===== config.mk =====
export PLATFORM = sky130hd
export DESIGN_NAME = uart_core
export DESIGN_NICKNAME = d
export VERILOG_FILES = /design/src/rtl/uart_pkg.sv /design/src/rtl/uart_core_rx.sv /design/src/rtl/uart_core.sv
export SDC_FILE = /design/constraint.sdc
export NUM_CORES = 1
export LEC_CHECK = 0
export BUFFER_PORTS_ARGS = -buffer_cell sky130_fd_sc_hd__buf_2
export CORE_MARGIN = 3
export CORE_UTILIZATION = 60
export DETAILED_ROUTE_END_ITERATION = 6
export GPL_TIMING_DRIVEN = 0
export PLACE_DENSITY = 0.84
export SYNTH_ARGS = -nofsm -noshare
export SYNTH_HDL_FRONTEND = slang
export SYNTH_HIERARCHICAL = 1
export SYNTH_SLANG_ARGS = --single-unit

===== constraint.sdc =====
create_clock -name clk -period 5.7 [get_ports clk]
set_clock_uncertainty 0.1 [all_clocks]
set_input_delay 1.14 -clock clk [delete_from_list [all_inputs] [get_ports clk]]
set_output_delay 1.14 -clock clk [all_outputs]
set_load 0.03 [all_outputs]

===== src/rtl/uart_pkg.sv =====
// Shared definitions for the UART core: baud-rate table, the divider helper
// used by both transmitter and receiver, status-bit positions and the FSM
// state encodings.
package uart_pkg;

  // Slowest selectable baud rate; it sets the bit-counter width.
  localparam int unsigned BAUD_MIN = 1200;

  // Bit positions inside uart_status.
  localparam int STAT_TX_BUSY    = 0;
  localparam int STAT_RX_VALID   = 1;
  localparam int STAT_RX_OVERRUN = 2;
  localparam int STAT_FRAME_ERR  = 3;

  typedef enum logic [1:0] {
    TX_IDLE,
    TX_START,
    TX_DATA,
    TX_STOP
  } tx_state_t;

  typedef enum logic [2:0] {
    RX_IDLE,
    RX_START,
    RX_DATA,
    RX_STOP,
    RX_BREAK
  } rx_state_t;

  // Baud rate for each 3-bit select.
  function automatic int unsigned baud_rate(input logic [2:0] sel);
    case (sel)
      3'd0:    return 32'd1200;
      3'd1:    return 32'd2400;
      3'd2:    return 32'd4800;
      3'd3:    return 32'd9600;
      3'd4:    return 32'd19200;
      3'd5:    return 32'd57600;
      3'd6:    return 32'd115200;
      default: return 32'd230400;
    endcase
  endfunction

  // Clock cycles per bit. clk_freq is always a parameter at the call site,
  // so every branch folds to a constant and only an 8-way mux remains.
  function automatic int unsigned baud_div(input int unsigned clk_freq,
                                           input logic [2:0]  sel);
    case (sel)
      3'd0:    return clk_freq / 32'd1200;
      3'd1:    return clk_freq / 32'd2400;
      3'd2:    return clk_freq / 32'd4800;
      3'd3:    return clk_freq / 32'd9600;
      3'd4:    return clk_freq / 32'd19200;
      3'd5:    return clk_freq / 32'd57600;
      3'd6:    return clk_freq / 32'd115200;
      default: return clk_freq / 32'd230400;
    endcase
  endfunction

endpackage


===== src/rtl/uart_core_rx.sv =====
// UART receiver: two-flop synchronizer on rxd, falling-edge start detection,
// mid-bit sampling of an 8N1 frame, and the rx_valid / rx_overrun /
// frame_err flags with their acknowledge.
//   clk, rstb   : system clock, asynchronous active-low reset
//   rxd         : raw serial input (asynchronous to clk)
//   cfg_sel     : baud select, latched at start-bit detection
//   rcvd_ack    : one-cycle pulse clearing the three flags
//   rx_valid, rx_overrun, frame_err : receive flags
//   rcvd_byte   : last correctly received byte
module uart_rx
  import uart_pkg::*;
#(
  parameter int unsigned CLK_FREQ = 50000000
) (
  input  logic       clk,
  input  logic       rstb,
  input  logic       rxd,
  input  logic [2:0] cfg_sel,
  input  logic       rcvd_ack,
  output logic       rx_valid,
  output logic       rx_overrun,
  output logic       frame_err,
  output logic [7:0] rcvd_byte
);

  localparam int CNT_W = $clog2(CLK_FREQ / BAUD_MIN + 1);

  rx_state_t        rx_state, rx_next;
  logic             rx_meta, rx_sync, rx_prev;
  logic             rx_fall;
  logic [CNT_W-1:0] rx_cnt;
  logic [CNT_W-1:0] rx_div, rx_half;
  logic [2:0]       rx_bit;
  logic [2:0]       rx_sel;
  logic [7:0]       rx_shift;
  logic             rx_tick, stop_good, stop_bad;

  // Synchronizer plus one extra flop for edge detection; all idle high so
  // reset release never looks like a start bit.
  always_ff @(posedge clk or negedge rstb) begin
    if (!rstb) begin
      rx_meta <= 1'b1;
      rx_sync <= 1'b1;
      rx_prev <= 1'b1;
    end else begin
      rx_meta <= rxd;
      rx_sync <= rx_meta;
      rx_prev <= rx_sync;
    end
  end

  assign rx_fall = rx_prev & ~rx_sync;
  assign rx_div  = CNT_W'(baud_div(CLK_FREQ, rx_sel));
  assign rx_half = rx_div >> 1;

  always_ff @(posedge clk or negedge rstb) begin
    if (!rstb) rx_state <= RX_IDLE;
    else       rx_state <= rx_next;
  end

  always_comb begin
    rx_next = rx_state;
    case (rx_state)
      RX_IDLE:  if (rx_fall) rx_next = RX_START;
      // A start bit that is high again at mid-bit was only a glitch.
      RX_START: if (rx_tick) rx_next = rx_sync ? RX_IDLE : RX_DATA;
      RX_DATA:  if (rx_tick && rx_bit == 3'd7) rx_next = RX_STOP;
      RX_STOP:  if (rx_tick) rx_next = rx_sync ? RX_IDLE : RX_BREAK;
      // Wait out a held-low line before hunting for the next start edge.
      RX_BREAK: if (rx_sync) rx_next = RX_IDLE;
      default:  rx_next = RX_IDLE;
    endcase
  end

  always_comb begin
    rx_tick   = 1'b0;
    stop_good = 1'b0;
    stop_bad  = 1'b0;
    case (rx_state)
      RX_START:         rx_tick = (rx_cnt == rx_half - CNT_W'(1));
      RX_DATA, RX_STOP: rx_tick = (rx_cnt == rx_div - CNT_W'(1));
      default:          rx_tick = 1'b0;
    endcase
    if (rx_state == RX_STOP && rx_tick) begin
      stop_good = rx_sync;
      stop_bad  = ~rx_sync;
    end
  end

  // Bit timer restarts at every sample, so successive samples are DIV apart.
  always_ff @(posedge clk or negedge rstb) begin
    if (!rstb) begin
      rx_cnt <= '0;
      rx_bit <= '0;
      rx_sel <= '0;
    end else begin
      case (rx_state)
        RX_IDLE: begin
          rx_cnt <= '0;
          rx_bit <= '0;
          if (rx_fall) rx_sel <= cfg_sel;
        end
        RX_START, RX_DATA, RX_STOP: begin
          if (rx_tick) begin
            rx_cnt <= '0;
            if (rx_state == RX_DATA) rx_bit <= rx_bit + 3'd1;
          end else begin
            rx_cnt <= rx_cnt + CNT_W'(1);
          end
        end
        default: begin
          rx_cnt <= '0;
          rx_bit <= '0;
        end
      endcase
    end
  end

  // LSB arrives first, so shift right and insert at the top.
  always_ff @(posedge clk) begin
    if (rx_state == RX_DATA && rx_tick) rx_shift <= {rx_sync, rx_shift[7:1]};
  end

  // A new stop-bit event takes priority over a simultaneous acknowledge.
  always_ff @(posedge clk or negedge rstb) begin
    if (!rstb) begin
      rx_valid   <= 1'b0;
      rx_overrun <= 1'b0;
      frame_err  <= 1'b0;
      rcvd_byte  <= '0;
    end else begin
      if (stop_good)     rx_valid <= 1'b1;
      else if (rcvd_ack) rx_valid <= 1'b0;

      if (stop_good && (!rx_valid || rcvd_ack)) rcvd_byte <= rx_shift;

      if (stop_good && rx_valid && !rcvd_ack) rx_overrun <= 1'b1;
      else if (rcvd_ack)                      rx_overrun <= 1'b0;

      if (stop_bad)      frame_err <= 1'b1;
      else if (rcvd_ack) frame_err <= 1'b0;
    end
  end

endmodule


===== src/rtl/uart_core.sv =====
// Full-duplex 8N1 UART with eight selectable baud rates. The transmitter
// FSM lives here; the receiver is the uart_rx sub-module.
//   clk, rstb      : system clock, asynchronous active-low reset
//   uart_cfg       : [2:0] baud select, [7:3] unused
//   send_byte      : byte to transmit, taken with send_valid
//   send_valid     : one-cycle send request, ignored while busy
//   rcvd_ack       : one-cycle pulse clearing the receive flags
//   rxd / txd      : serial receive / transmit lines
//   uart_status    : {4'b0, frame_err, rx_overrun, rx_valid, tx_busy}
//   uart_rcvd_byte : last correctly received byte
module uart_core
  import uart_pkg::*;
#(
  parameter int unsigned CLK_FREQ = 50000000
) (
  input  logic       clk,
  input  logic       rstb,
  input  logic [7:0] uart_cfg,
  input  logic [7:0] send_byte,
  input  logic       send_valid,
  input  logic       rcvd_ack,
  input  logic       rxd,
  output logic       txd,
  output logic [7:0] uart_status,
  output logic [7:0] uart_rcvd_byte
);

  localparam int CNT_W = $clog2(CLK_FREQ / BAUD_MIN + 1);

  tx_state_t        tx_state, tx_next;
  logic [CNT_W-1:0] tx_cnt;
  logic [CNT_W-1:0] tx_div;
  logic [2:0]       tx_bit;
  logic [2:0]       tx_sel;
  logic [7:0]       tx_shift;
  logic             tx_bit_end;
  logic             tx_busy;
  logic             rx_valid, rx_overrun, frame_err;
  logic             unused_cfg;

  assign unused_cfg = ^uart_cfg[7:3];
  assign tx_div     = CNT_W'(baud_div(CLK_FREQ, tx_sel));
  assign tx_bit_end = (tx_cnt == tx_div - CNT_W'(1));

  always_ff @(posedge clk or negedge rstb) begin
    if (!rstb) tx_state <= TX_IDLE;
    else       tx_state <= tx_next;
  end

  always_comb begin
    tx_next = tx_state;
    case (tx_state)
      TX_IDLE:  if (send_valid) tx_next = TX_START;
      TX_START: if (tx_bit_end) tx_next = TX_DATA;
      TX_DATA:  if (tx_bit_end && tx_bit == 3'd7) tx_next = TX_STOP;
      TX_STOP:  if (tx_bit_end) tx_next = TX_IDLE;
      default:  tx_next = TX_IDLE;
    endcase
  end

  // txd is decoded from the state so a reset drives the line high at once.
  always_comb begin
    txd     = 1'b1;
    tx_busy = 1'b1;
    case (tx_state)
      TX_IDLE:  tx_busy = 1'b0;
      TX_START: txd     = 1'b0;
      TX_DATA:  txd     = tx_shift[0];
      default:  txd     = 1'b1;
    endcase
  end

  // Baud select is captured with the byte so later cfg writes cannot
  // stretch or shrink the frame in flight.
  always_ff @(posedge clk or negedge rstb) begin
    if (!rstb) begin
      tx_cnt <= '0;
      tx_bit <= '0;
      tx_sel <= '0;
    end else if (tx_state == TX_IDLE) begin
      tx_cnt <= '0;
      tx_bit <= '0;
      if (send_valid) tx_sel <= uart_cfg[2:0];
    end else if (tx_bit_end) begin
      tx_cnt <= '0;
      if (tx_state == TX_DATA) tx_bit <= tx_bit + 3'd1;
    end else begin
      tx_cnt <= tx_cnt + CNT_W'(1);
    end
  end

  always_ff @(posedge clk) begin
    if (tx_state == TX_IDLE && send_valid)      tx_shift <= send_byte;
    else if (tx_state == TX_DATA && tx_bit_end) tx_shift <= {1'b0, tx_shift[7:1]};
  end

  uart_rx #(
    .CLK_FREQ (CLK_FREQ)
  ) u_rx (
    .clk        (clk),
    .rstb       (rstb),
    .rxd        (rxd),
    .cfg_sel    (uart_cfg[2:0]),
    .rcvd_ack   (rcvd_ack),
    .rx_valid   (rx_valid),
    .rx_overrun (rx_overrun),
    .frame_err  (frame_err),
    .rcvd_byte  (uart_rcvd_byte)
  );

  always_comb begin
    uart_status                  = '0;
    uart_status[STAT_TX_BUSY]    = tx_busy;
    uart_status[STAT_RX_VALID]   = rx_valid;
    uart_status[STAT_RX_OVERRUN] = rx_overrun;
    uart_status[STAT_FRAME_ERR]  = frame_err;
  end

endmodule


Word-level counts from Yosys, hierarchy flattened
Cells that the tools add are included.
- add/subtract/negate cells: 7
- equality and inequality tests: 35
- mux-type cells: 36
- bitwise operators: 2
- reduce and logical (&&, ||, !) cells: 30
- operators with widths (kind ; number):
    16-bit case mux with 7 select lines ; 2
    16-bit two-way mux ; 4
    16-bit == test ; 3
    3-bit two-way mux ; 12
    16-bit by 1-bit adder with 16-bit output, second input constant ; 2
    16-bit by 1-bit subtractor with 16-bit output, second input constant ; 2
    3-bit == test, second input constant ; 9
    3-bit by 2-bit == test with 1-bit output, second input constant ; 6
    8-bit two-way mux ; 2
    15-bit by 1-bit subtractor with 16-bit output, second input constant ; 1
    3-bit case mux with 5 select lines ; 1
    2-bit by 1-bit inequality test with 1-bit output, second input constant ; 7
    2-bit nonzero test ; 6
    2-bit two-way mux ; 5
    3-bit by 1-bit == test with 1-bit output, second input constant ; 3
    1-bit logical AND ; 9
    3-bit logical NOT ; 3
    2-bit inequality test, second input constant ; 4
    2-bit case mux with 4 select lines ; 1
    2-bit AND reduction ; 4
    1-bit two-way mux ; 7
    3-bit by 1-bit adder with 3-bit output, second input constant ; 2
    5-bit AND reduction ; 1
    2-bit == test, second input constant ; 2
    10 further kinds ; 12
- register bits after elaboration: 79
- input port bits: 21
- output and inout bits: 17
- word-level logic and storage cells: 127

Logic depth before layout (Yosys ltp)
Gate-level depths: netlist of run 1.
- word-level depth: 10
- depth in mapped cells: 16
- gate-level depth less buffers: 12

Modules after synthesis
The synthesis of run 1 kept the hierarchy.
- by module, submodules not included (module ; instances ; cells an instance ; area each (µm²) ; sequential area each (µm²)):
    uart_rx ; 1 ; 278 ; 2736.4 ; 1219.9
    uart_core ; 1 ; 212 ; 2098.3 ; 840.8

Worst setup path before layout of run 1
Ideal clock, no wire load.
- kind: register to register
- start point: reg u_rx.rx_state[1]
- end point: reg u_rx.rx_shift[0], enable pin
- setup time: 0.332 ns
- arrival: 2.696 ns
- data required time: 5.268 ns
- setup slack: 2.573 ns
- stages on the path, launching flop included: 11
- buffers on the path: 1
- clock period less this slack: 3.127 ns
- cell sequence: dfrtp_1 -> clkbuf_1 -> nor3b_2 -> a21oi_1 -> ha_1 -> xnor2_1 -> a211o_1 -> and3_1 -> nand3b_1 -> nor3_2 -> and3_1
- word-level cells in the longest chain between the ends: 4
- elaborated cells on any way between the ends: 6
- classes of those cells: 3 x eq/ne; 1 x mux; 2 x reduce/logical
- RTL lines (what ; line ; source):
    start, declared ; uart_core_rx.sv:28 ; rx_state_t rx_state, rx_next;
    start signal, assigned ; uart_core_rx.sv:58 ; else rx_state <= rx_next;
    3-bit by 2-bit == test with 1-bit output, on equally long branches ; uart_core_rx.sv:79, uart_core_rx.sv:121 ;
    2-bit OR reduction ; uart_core_rx.sv:79 ; case (rx_state)
    1-bit case mux with 2 select lines ; uart_core_rx.sv:79 ;
    1-bit logical AND (*) ; uart_core_rx.sv:121 ; if (rx_state == RX_DATA && rx_tick) rx_shift <= {rx_sync, rx_shift[7:1]};
    end signal, assigned ; uart_core_rx.sv:121 ;
    end, declared ; uart_core_rx.sv:35 ; logic [7:0] rx_shift;
Every way passes the cells marked *; elsewhere a longest branch is shown, timed or not.
A chain may end at the register's enable or synchronous reset.

Worst setup path after layout of run 1
- start point: reg u_rx.rx_state[1]
- end point: reg u_rx.rx_shift[3], enable pin
Same word-level chain as after synthesis.

==> tab_implementation.tex, run 1 <==
\begin{tabular}{lr}
\hline
Metric & Value \\
\hline
\multicolumn{2}{l}{\textbf{Route}} \\
\quad Overall routed net length & 10,600 µm \\
\quad Number of nets still failing antenna checks after routing & 0 \\
\quad Total number of vias & 3,810 \\
\quad DR DRC count & 0 \\
\quad Ratio of routed vias to standard cells & a little under 6 \\
\quad Number of iterations in the first detailed-routing pass & 6 \\
\quad DRT iter0 DRCs & $\sim$230 \\
\quad Average detailed-routed wire length per instance & $\sim$17 µm \\
\multicolumn{2}{l}{\textbf{Run}} \\
\quad \# Max-Cap Violations & 0 \\
\multicolumn{2}{l}{\textbf{Clock network}} \\
\quad H-tree depth reported by CTS & 3 \\
\quad Maximum buffer depth of the clock tree & 2 \\
\quad Hold bufs inserted after CTS & 0 \\
\quad Clock tree from TritonCTS & yes \\
\quad Inserted Clock Buffers & 9 \\
\quad Clk sink count & around 80 \\
\quad Post-cts repair resize count & 0 \\
\quad Clock root buffer & sky130\_fd\_sc\_hd\_\_clkbuf\_8 \\
\quad Latest clock arrival within the worst-skew pair & approximately 0.35 ns \\
\quad Buffers inserted by post-CTS timing repair & 0 \\
\quad Clock input transition at the sequential cells of the worst setup and hold paths & 0.09 ns \\
\multicolumn{2}{l}{\textbf{Critical path}} \\
\quad Most Frequent Cell on Critical Path & sky130\_fd\_sc\_hd\_\_and3\_1 \\
\quad Crit Path Max Fanout & 10 \\
\quad Data required time at the worst endpoint & approximately 5.6 ns \\
\quad Worst Setup Start Kind & flop \\
\quad CP peak stage delay & 0.47 ns \\
\quad Kind of cell adding the most delay to the critical path & simple AND/OR/NAND/NOR gates \\
\quad CP endpoint kind & flop \\
\quad Cell with the biggest individual delay on the critical path & sky130\_fd\_sc\_hd\_\_nor3b\_2 \\
\quad Critical path class & reg2reg \\
\quad Worst endpoint data arrival time & $\sim$3.8 ns \\
\quad Series of cell instances along the critical path & clkbuf\_1, nor3b\_2, a21oi\_1, ha\_1, xnor2\_1, o2111ai\_1, and3\_1, nand3b\_1, nor3\_2, and3\_1 \\
\quad CP Buf/Inv Count & 1 \\
\multicolumn{2}{l}{\textbf{Synth}} \\
\quad Post-synth EDFFs & 16 \\
\quad Most area-hungry cell type in the Yosys netlist & sky130\_fd\_sc\_hd\_\_dfrtp\_1 \\
\quad Cells taking the most area after synthesis & sky130\_fd\_sc\_hd\_\_dfrtp\_1 31\%, sky130\_fd\_sc\_hd\_\_edfxtp\_1 9.9\%, sky130\_fd\_sc\_hd\_\_xnor2\_1 4.9\% \\
\quad Mux contribution to synthesized area & under 10\% \\
\quad Register bit count reported by yosys & 79 \\
\quad Largest family of logic cells by synthesized area & simple AND/OR/NAND/NOR gates \\
\quad Post-Syn Instances & 490 \\
\quad Adder and majority gate portion of the synthesized area & 3.11\% \\
\quad Proportion of synthesized chip area in sequential cells & 42.6\% \\
\quad Yosys top cell area share & a little under a third \\
\quad Xor-xnor portion of the synthesized cell area & $\sim$7.4\% \\
\quad Commonest register cell after synthesis & sky130\_fd\_sc\_hd\_\_dfrtp\_1 \\
\quad Post-synth design cell area & slightly below 5000 µm² \\
\quad Simple-gate share of the synthesized area & a little over a fifth \\
\quad Number of warnings issued by yosys & 6 \\
\quad Fraction of the mapped netlist area in compound gates & around an eighth \\
\quad Post-synth cell types & just over 70 \\
\quad Fraction of registers with async set/reset & 79.7\% \\
\quad Synthesized area per cell & about 9.9 µm² \\
\multicolumn{2}{l}{\textbf{Timing}} \\
\quad Endpoints failing hold & 0 \\
\quad Count of pins over their slew limit & 0 \\
\quad Final critical-path required period & a little under 4 ns \\
\quad Final worst path period share & between 60 and 70\% \\
\quad Number of setup violations in the final report & 0 \\
\quad Max Freq & between 200 and 300 MHz \\
\quad Measured slew at the worst slew-check pin & 0.765 ns \\
\quad Unrepaired setup endpoints after global routing & false \\
\quad Tightest slew margin relative to the limit & between 40\% and 50\% \\
\quad Total negative setup slack & 0 ns \\
\multicolumn{2}{l}{\textbf{Global route}} \\
\quad Total global-route track usage & between 20\% and 30\% \\
\quad First-pass GRT wire length & 17,800 µm \\
\quad Number of antenna violations at the first check in global routing & 0 \\
\quad Congestion Overflow GR & 0 \\
\quad Via count of the first global-routing pass & 3,737 \\
\quad Maximum number of pins on one net before global-route repair & 64 \\
\multicolumn{2}{l}{\textbf{Place}} \\
\quad Post-Place Cell Area & between 5000 and 6000 µm² \\
\quad Routability cong. & between 0.9 and 1 \\
\quad Placed wire-length estimate & approximately 7400 µm \\
\quad Total of buffers placed on input and output ports & 28 \\
\multicolumn{2}{l}{\textbf{Cells and area}} \\
\quad Antenna Cells & 0 \\
\quad Most frequent cells in the layout & 60 x sky130\_fd\_sc\_hd\_\_dfrtp\_1, 56 x sky130\_fd\_sc\_hd\_\_nor2\_1, 39 x sky130\_fd\_sc\_hd\_\_buf\_2, 32 x sky130\_fd\_sc\_hd\_\_nand2\_1, 28 x sky130\_fd\_sc\_hd\_\_nand3\_1 \\
\quad Layout area overhead & 10.2\% \\
\quad Most common cell after layout, fill and taps aside & sky130\_fd\_sc\_hd\_\_dfrtp\_1 \\
\quad Fraction of layout cells with a size suffix above 1 & 19.7\% \\
\quad Count of fill cells added during filler insertion & 611 \\
\quad Finished layout cell area & around 5300 µm² \\
\quad Layout Nets & 565 \\
\multicolumn{2}{l}{\textbf{Power and ir drop}} \\
\quad Power density cells & 335 nW/µm² \\
\quad Largest voltage drop on the vdd net & approximately 160 µV \\
\quad Total design power & roughly 1.8 mW \\
\quad Lkg Pwr & approximately 2.3 nW \\
\multicolumn{2}{l}{\textbf{Status}} \\
\quad Outcome & finished, final reports clean \\
\multicolumn{2}{l}{\textbf{Die}} \\
\quad Core Region & between 7000 and 8000 µm² \\
\quad Number of placement rows & 32 \\
\quad Total die area & $\sim$9200 µm² \\
\quad \# IOs & 38 \\
\quad Die Height & 95.8 µm \\
\quad Horizontal extent of the die & 95.8 µm \\
\quad Initial core utilization & between 60 and 70\% \\
\multicolumn{2}{l}{\textbf{Hold path}} \\
\quad Hold WC Path Type & reg2reg \\
\hline
\end{tabular}
sequential cells by signal (all words and copies together) (netlist names):
| name | count |
|---|---|
| u_rx/frame_err | 1 |
| tx_state | 2 |
| tx_shift | 8 |
| u_rx/rx_meta | 1 |
| u_rx/rx_shift | 8 |
| tx_cnt | 16 |
| u_rx/rx_overrun | 1 |
| u_rx/rx_cnt | 16 |
| tx_bit | 3 |
| u_rx/rx_valid | 1 |
| u_rx/rx_bit | 3 |
| u_rx/rx_sync | 1 |
| tx_sel | 3 |
| u_rx/rx_prev | 1 |
| u_rx/rx_sel | 3 |
| u_rx/rx_state | 3 |
| u_rx/rcvd_byte | 8 |
cell families after synthesis:
kind of cell / Yosys count
AND/OR/NAND/NOR: 193
multiplexers: 28
flip-flops: 79
adder cells (fa/ha/maj): 12
buffers and inverters: 57
AO/OA/AOI/OAI: 79
XOR/XNOR: 41
other: 1
synthesized netlist by cell type (9+ instances only):
cell / number
sky130_fd_sc_hd__inv_1: 21
sky130_fd_sc_hd__nor2_1: 56
sky130_fd_sc_hd__nand2_1: 32
sky130_fd_sc_hd__edfxtp_1: 16
sky130_fd_sc_hd__buf_2: 12
sky130_fd_sc_hd__xnor2_1: 27
sky130_fd_sc_hd__and3_1: 9
sky130_fd_sc_hd__a21oi_1: 19
sky130_fd_sc_hd__xor2_1: 14
sky130_fd_sc_hd__buf_4: 13
sky130_fd_sc_hd__dfrtp_1: 60
sky130_fd_sc_hd__nand3_1: 28
sky130_fd_sc_hd__ha_1: 12
sky130_fd_sc_hd__nand2b_1: 17
sky130_fd_sc_hd__clkbuf_1: 9
sky130_fd_sc_hd__mux2_2: 17
cell type report:
type | count | area, µm² | share of cell area, %
timing repair buffer | 28 | 143 | 2.68
inverter | 21 | 78.8 | 1.48
buffer | 36 | 206 | 3.87
clock buffer | 10 | 138 | 2.58
tap | 102 | 128 | 2.39
clock inverter | 6 | 75.1 | 1.41
multi-input combinational | 357 | 2500 | 46.9
sequential | 79 | 2060 | 38.7
where the power goes:
group          internal (mW)  leakage (nW)  switching, mW
clock                  0.222         0.105          0.235
combinational          0.266          1.21          0.397
sequential             0.615         0.943         0.0497
total                   1.10          2.26          0.682
through the flow:
stage / utilization [%] / instances / hold WS, ns / setup WS (ns)
3_3_place_gp: 65.8 / 623 / 0.249 / 2.01
2_1_floorplan: - / 493 / 0.245 / 2.57
5_1_grt: 68.6 / 639 / 0.273 / 1.58
3_5_place_dp: 65.8 / 623 / 0.248 / 1.92
6_report: 68.6 / 639 / 0.269 / 1.81
4_1_cts: 68.6 / 639 / 0.266 / 1.88
metal layers:
layer / global-route usage (%) / routed length [µm] / vias up / share of wire [%]
met2: 40.5 / 5220 / 150 / 49
met4: 7.70 / 162 / 0 / 1.5
met3: 5.79 / 664 / 17 / 6.3
li1: - / - / 1809 / -
met5: 0 / 0 / - / 0
met1: 33.3 / 4500 / 1834 / 43
final timing paths:
check | startpoint | to | slack [ns] | depth (start not counted)
min in group asynchronous | rstb | u_rx/rcvd_byte[0] | 0.76 | 1
worst min-delay path | u_rx/rx_meta | u_rx/rx_sync | 0.27 | 0
worst min register to register | u_rx/rx_meta | u_rx/rx_sync | 0.27 | 0
worst max-delay path | u_rx/rx_state[1] | u_rx/rx_shift[3] | 1.81 | 10
max in group asynchronous | rstb | u_rx/rx_cnt[10] | 4.24 | 1
worst max register to register | u_rx/rx_state[1] | u_rx/rx_shift[3] | 1.81 | 10
Power figures use the tool's default switching activity.
==> run 2: changes to the inputs <==
==> constraint.sdc (replaced) <==
create_clock -name clk -period 3.9 [get_ports clk]
set_clock_uncertainty 0.1 [all_clocks]
set_input_delay 0.78 -clock clk [delete_from_list [all_inputs] [get_ports clk]]
set_output_delay 0.78 -clock clk [all_outputs]
set_load 0.03 [all_outputs]
==> run 2 against run 1 <==
  * Combinational power grew 49%
  * Highest routed layer unchanged
  * Flip-flop and latch count unchanged
  * Clock power increased by 46%
  * Critical path type unchanged
  * Non-clock buffer count stayed put
  * Hold slack improved by 0.0012 ns
  * Largest power group is now combinational logic
==> tab_implementation.tex, run 2 (same netlist as run 1, synthesis figures left out) <==
\begin{tabular}{lr}
\hline
Metric & Value \\
\hline
\multicolumn{2}{l}{\textbf{Status}} \\
\quad Outcome & finished, final reports clean \\
\multicolumn{2}{l}{\textbf{Place}} \\
\quad Routability cong. & 0.921 (unchanged) \\
\quad Placed wire-length estimate & 7430 µm (unchanged) \\
\quad Total of buffers placed on input and output ports & 28 (unchanged) \\
\quad Post-Place Cell Area & 5110 µm² (unchanged) \\
\multicolumn{2}{l}{\textbf{Cells and area}} \\
\quad Antenna Cells & 0 (unchanged) \\
\quad Layout area overhead & 10.5\% \\
\quad Finished layout cell area & 5340 µm² (+0.28\%) \\
\quad Layout Nets & 565 (unchanged) \\
\quad Fraction of layout cells with a size suffix above 1 & 20.1\% (+0.37 points) \\
\quad Most common cell after layout, fill and taps aside & sky130\_fd\_sc\_hd\_\_dfrtp\_1 \\
\quad Most frequent cells in the layout & 60 x sky130\_fd\_sc\_hd\_\_dfrtp\_1, 56 x sky130\_fd\_sc\_hd\_\_nor2\_1, 39 x sky130\_fd\_sc\_hd\_\_buf\_2, 32 x sky130\_fd\_sc\_hd\_\_nand2\_1, 28 x sky130\_fd\_sc\_hd\_\_nand3\_1 \\
\quad Largest registers ranked by flip-flop count & tx\_cnt (16), u\_rx/rx\_cnt (16) \\
\multicolumn{2}{l}{\textbf{Clock network}} \\
\quad Clk sink count & 79 (unchanged) \\
\quad Inserted Clock Buffers & 9 (unchanged) \\
\quad Clock root buffer & sky130\_fd\_sc\_hd\_\_clkbuf\_8 \\
\quad Hold bufs inserted after CTS & 0 (unchanged) \\
\quad Latest clock arrival within the worst-skew pair & 0.35 ns (about the same) \\
\quad Maximum buffer depth of the clock tree & 2 (unchanged) \\
\quad Clock input transition at the sequential cells of the worst setup and hold paths & 0.10 ns (about the same) \\
\quad Clock tree from TritonCTS & yes \\
\quad H-tree depth reported by CTS & 3 (unchanged) \\
\multicolumn{2}{l}{\textbf{Route}} \\
\quad Number of nets still failing antenna checks after routing & 0 (unchanged) \\
\quad Overall routed net length & 10,600 µm (+0.31\%) \\
\quad Total number of vias & 3,841 (+0.81\%) \\
\quad Number of iterations in the first detailed-routing pass & 5 (-1) \\
\quad Average detailed-routed wire length per instance & 16.6 µm (+0.31\%) \\
\quad Ratio of routed vias to standard cells & 6.01 (+0.81\%) \\
\quad DR DRC count & 0 (unchanged) \\
\quad DRT iter0 DRCs & 200 (-13\%) \\
\multicolumn{2}{l}{\textbf{Critical path}} \\
\quad CP peak stage delay & 0.47 ns (about the same) \\
\quad Data required time at the worst endpoint & 4.04 ns (-1.58 ns) \\
\quad Kind of cell adding the most delay to the critical path & simple AND/OR/NAND/NOR gates \\
\quad Series of cell instances along the critical path & buf\_2, xnor2\_1, nand2\_1, ha\_1, xnor2\_1, o2111ai\_1, and3\_1, nand3b\_1, nor3\_4, or3\_1, buf\_2, buf\_4, nor2\_1 \\
\quad Critical path class & reg2reg \\
\quad Depth of the worst register-to-register path & 13 (+3) \\
\quad Cell with the biggest individual delay on the critical path & sky130\_fd\_sc\_hd\_\_dfrtp\_1 \\
\quad CP Buf/Inv Count & 3 (+2) \\
\quad Worst Setup Start Kind & flop \\
\quad Crit Path Max Fanout & 10 (unchanged) \\
\quad CP endpoint kind & flop \\
\quad Worst endpoint data arrival time & 3.89 ns (+0.08 ns) \\
\quad CP Depth & 13 (+3) \\
\multicolumn{2}{l}{\textbf{Timing}} \\
\quad Endpoints failing hold & 0 (unchanged) \\
\quad Max Freq & 267 MHz (+3.9\%) \\
\quad Tightest slew margin relative to the limit & 48.4\% (-0.64 points) \\
\quad Count of pins over their slew limit & 0 (unchanged) \\
\quad Final worst path period share & 96.1\% (+28 points) \\
\quad Final critical-path required period & 3.75 ns (-0.145 ns) \\
\quad Unrepaired setup endpoints after global routing & false \\
\quad Total negative setup slack & 0 ns (unchanged) \\
\quad Measured slew at the worst slew-check pin & 0.774 ns (+0.00960 ns) \\
\quad Worst Hold Slack & 0.270 ns (+0.00118 ns) \\
\quad Number of setup violations in the final report & 0 (unchanged) \\
\multicolumn{2}{l}{\textbf{Power and ir drop}} \\
\quad Power density cells & 492 nW/µm² (+47\%) \\
\quad Switching power & 1.01 mW (+49\%) \\
\quad Cell internal pwr & 1.61 mW (+46\%) \\
\quad Clock power share & 25.3\% (-0.3 points) \\
\quad Sequential Power Share & 37.0\% (-0.3 points) \\
\quad Share of total power in combinational logic & 37.7\% (+0.5 points) \\
\quad Largest voltage drop on the vdd net & 221 µV (+42\%) \\
\quad Lkg Pwr & 2.27 nW (+0.58\%) \\
\quad Switching fraction of total power & 38.6\% (+0.42 points) \\
\multicolumn{2}{l}{\textbf{Hold path}} \\
\quad Hold WC Path Type & reg2reg \\
\quad Worst Hold Path Cells & 0 (unchanged) \\
\multicolumn{2}{l}{\textbf{Die}} \\
\quad \# IOs & 38 (unchanged) \\
\quad Core Region & 7770 µm² (unchanged) \\
\quad Total die area & 9170 µm² (unchanged) \\
\quad Horizontal extent of the die & 95.8 µm (unchanged) \\
\quad Number of placement rows & 32 (unchanged) \\
\quad Initial core utilization & 62.2\% (unchanged) \\
\quad Die Height & 95.8 µm (unchanged) \\
\multicolumn{2}{l}{\textbf{Global route}} \\
\quad Maximum number of pins on one net before global-route repair & 64 (unchanged) \\
\quad First-pass GRT wire length & 17,800 µm (unchanged) \\
\quad Via count of the first global-routing pass & 3,737 (unchanged) \\
\quad Total global-route track usage & 25.0\% (unchanged) \\
\quad Number of antenna violations at the first check in global routing & 0 (unchanged) \\
\quad Congestion Overflow GR & 0 (unchanged) \\
\multicolumn{2}{l}{\textbf{Run}} \\
\quad \# Max-Cap Violations & 0 (unchanged) \\
\hline
\end{tabular}
## run 2: cell counts in the layout (fill, tap and decap cells not counted)
Identical to the previous run, type by type.
## run 2: power by group through the flow
stage / Clock, mW / Combinational (mW) / Sequential [mW]
global placement: 0 / 0.927 / 0.984
floorplan: 0 / 0.751 / 0.968
CTS: 0.672 / 0.949 / 0.970
detailed placement: 0 / 0.944 / 0.987
finish: 0.665 / 0.990 / 0.973
global route: 0.710 / 1.07 / 0.982
## run 2: path summary, 6_finish.rpt
check	from	to	slack, ns
setup / recovery	u_rx/rx_sel[0]	u_rx/rx_cnt[12]	0.15
hold reg to reg	u_rx/rx_meta	u_rx/rx_sync	0.27
hold / removal	u_rx/rx_meta	u_rx/rx_sync	0.27
max in group asynchronous	rstb	tx_sel[0]	2.79
min in group asynchronous	rstb	u_rx/rcvd_byte[0]	0.41
setup reg to reg	u_rx/rx_sel[0]	u_rx/rx_cnt[12]	0.15
## run 2: stage by stage
step	total power [mW]	cells	utilization [%]	setup WS, ns
2_1_floorplan	1.72	493	-	0.773
3_3_place_gp	1.91	623	65.8	0.211
3_5_place_dp	1.93	623	65.8	0.124
4_1_cts	2.59	639	68.6	0.0788
5_1_grt	2.76	639	68.8	0.0266
6_report	2.63	639	68.8	0.152
## run 2: final cells by class
type	count	area, µm²
Tap cell	102	128
Sequential cell	79	2060
Inverter	21	78.8
Clock buffer	10	138
Clock inverter	6	75.1
Fill cell	608	2420
Timing Repair Buffer	28	143
Multi-Input combinational cell	357	2510
Buffer	36	208
## run 2: worst register-to-register path: cells and delay by family, from the launching register on
family	cells	cell delay, ns
and+or+nand+nor	6	1.16
xor gates and xnor gates	2	0.82
buffers and inverters	3	0.63
DFF	1	0.47
adders and majority gates	1	0.28
AOI/OAI and AO/OA	1	0.17
## run 2: per-layer routing
metal	track usage, %	wire length, µm
met1	33.3	4520
met2	40.5	5200
met3	5.79	705
met4	7.70	162
met5	0	0
## run 2: repair_timing
action                                  CTS  global route
buffers inserted                          0             0
endpoints found under the setup margin    0            19
resized for setup                         0             5
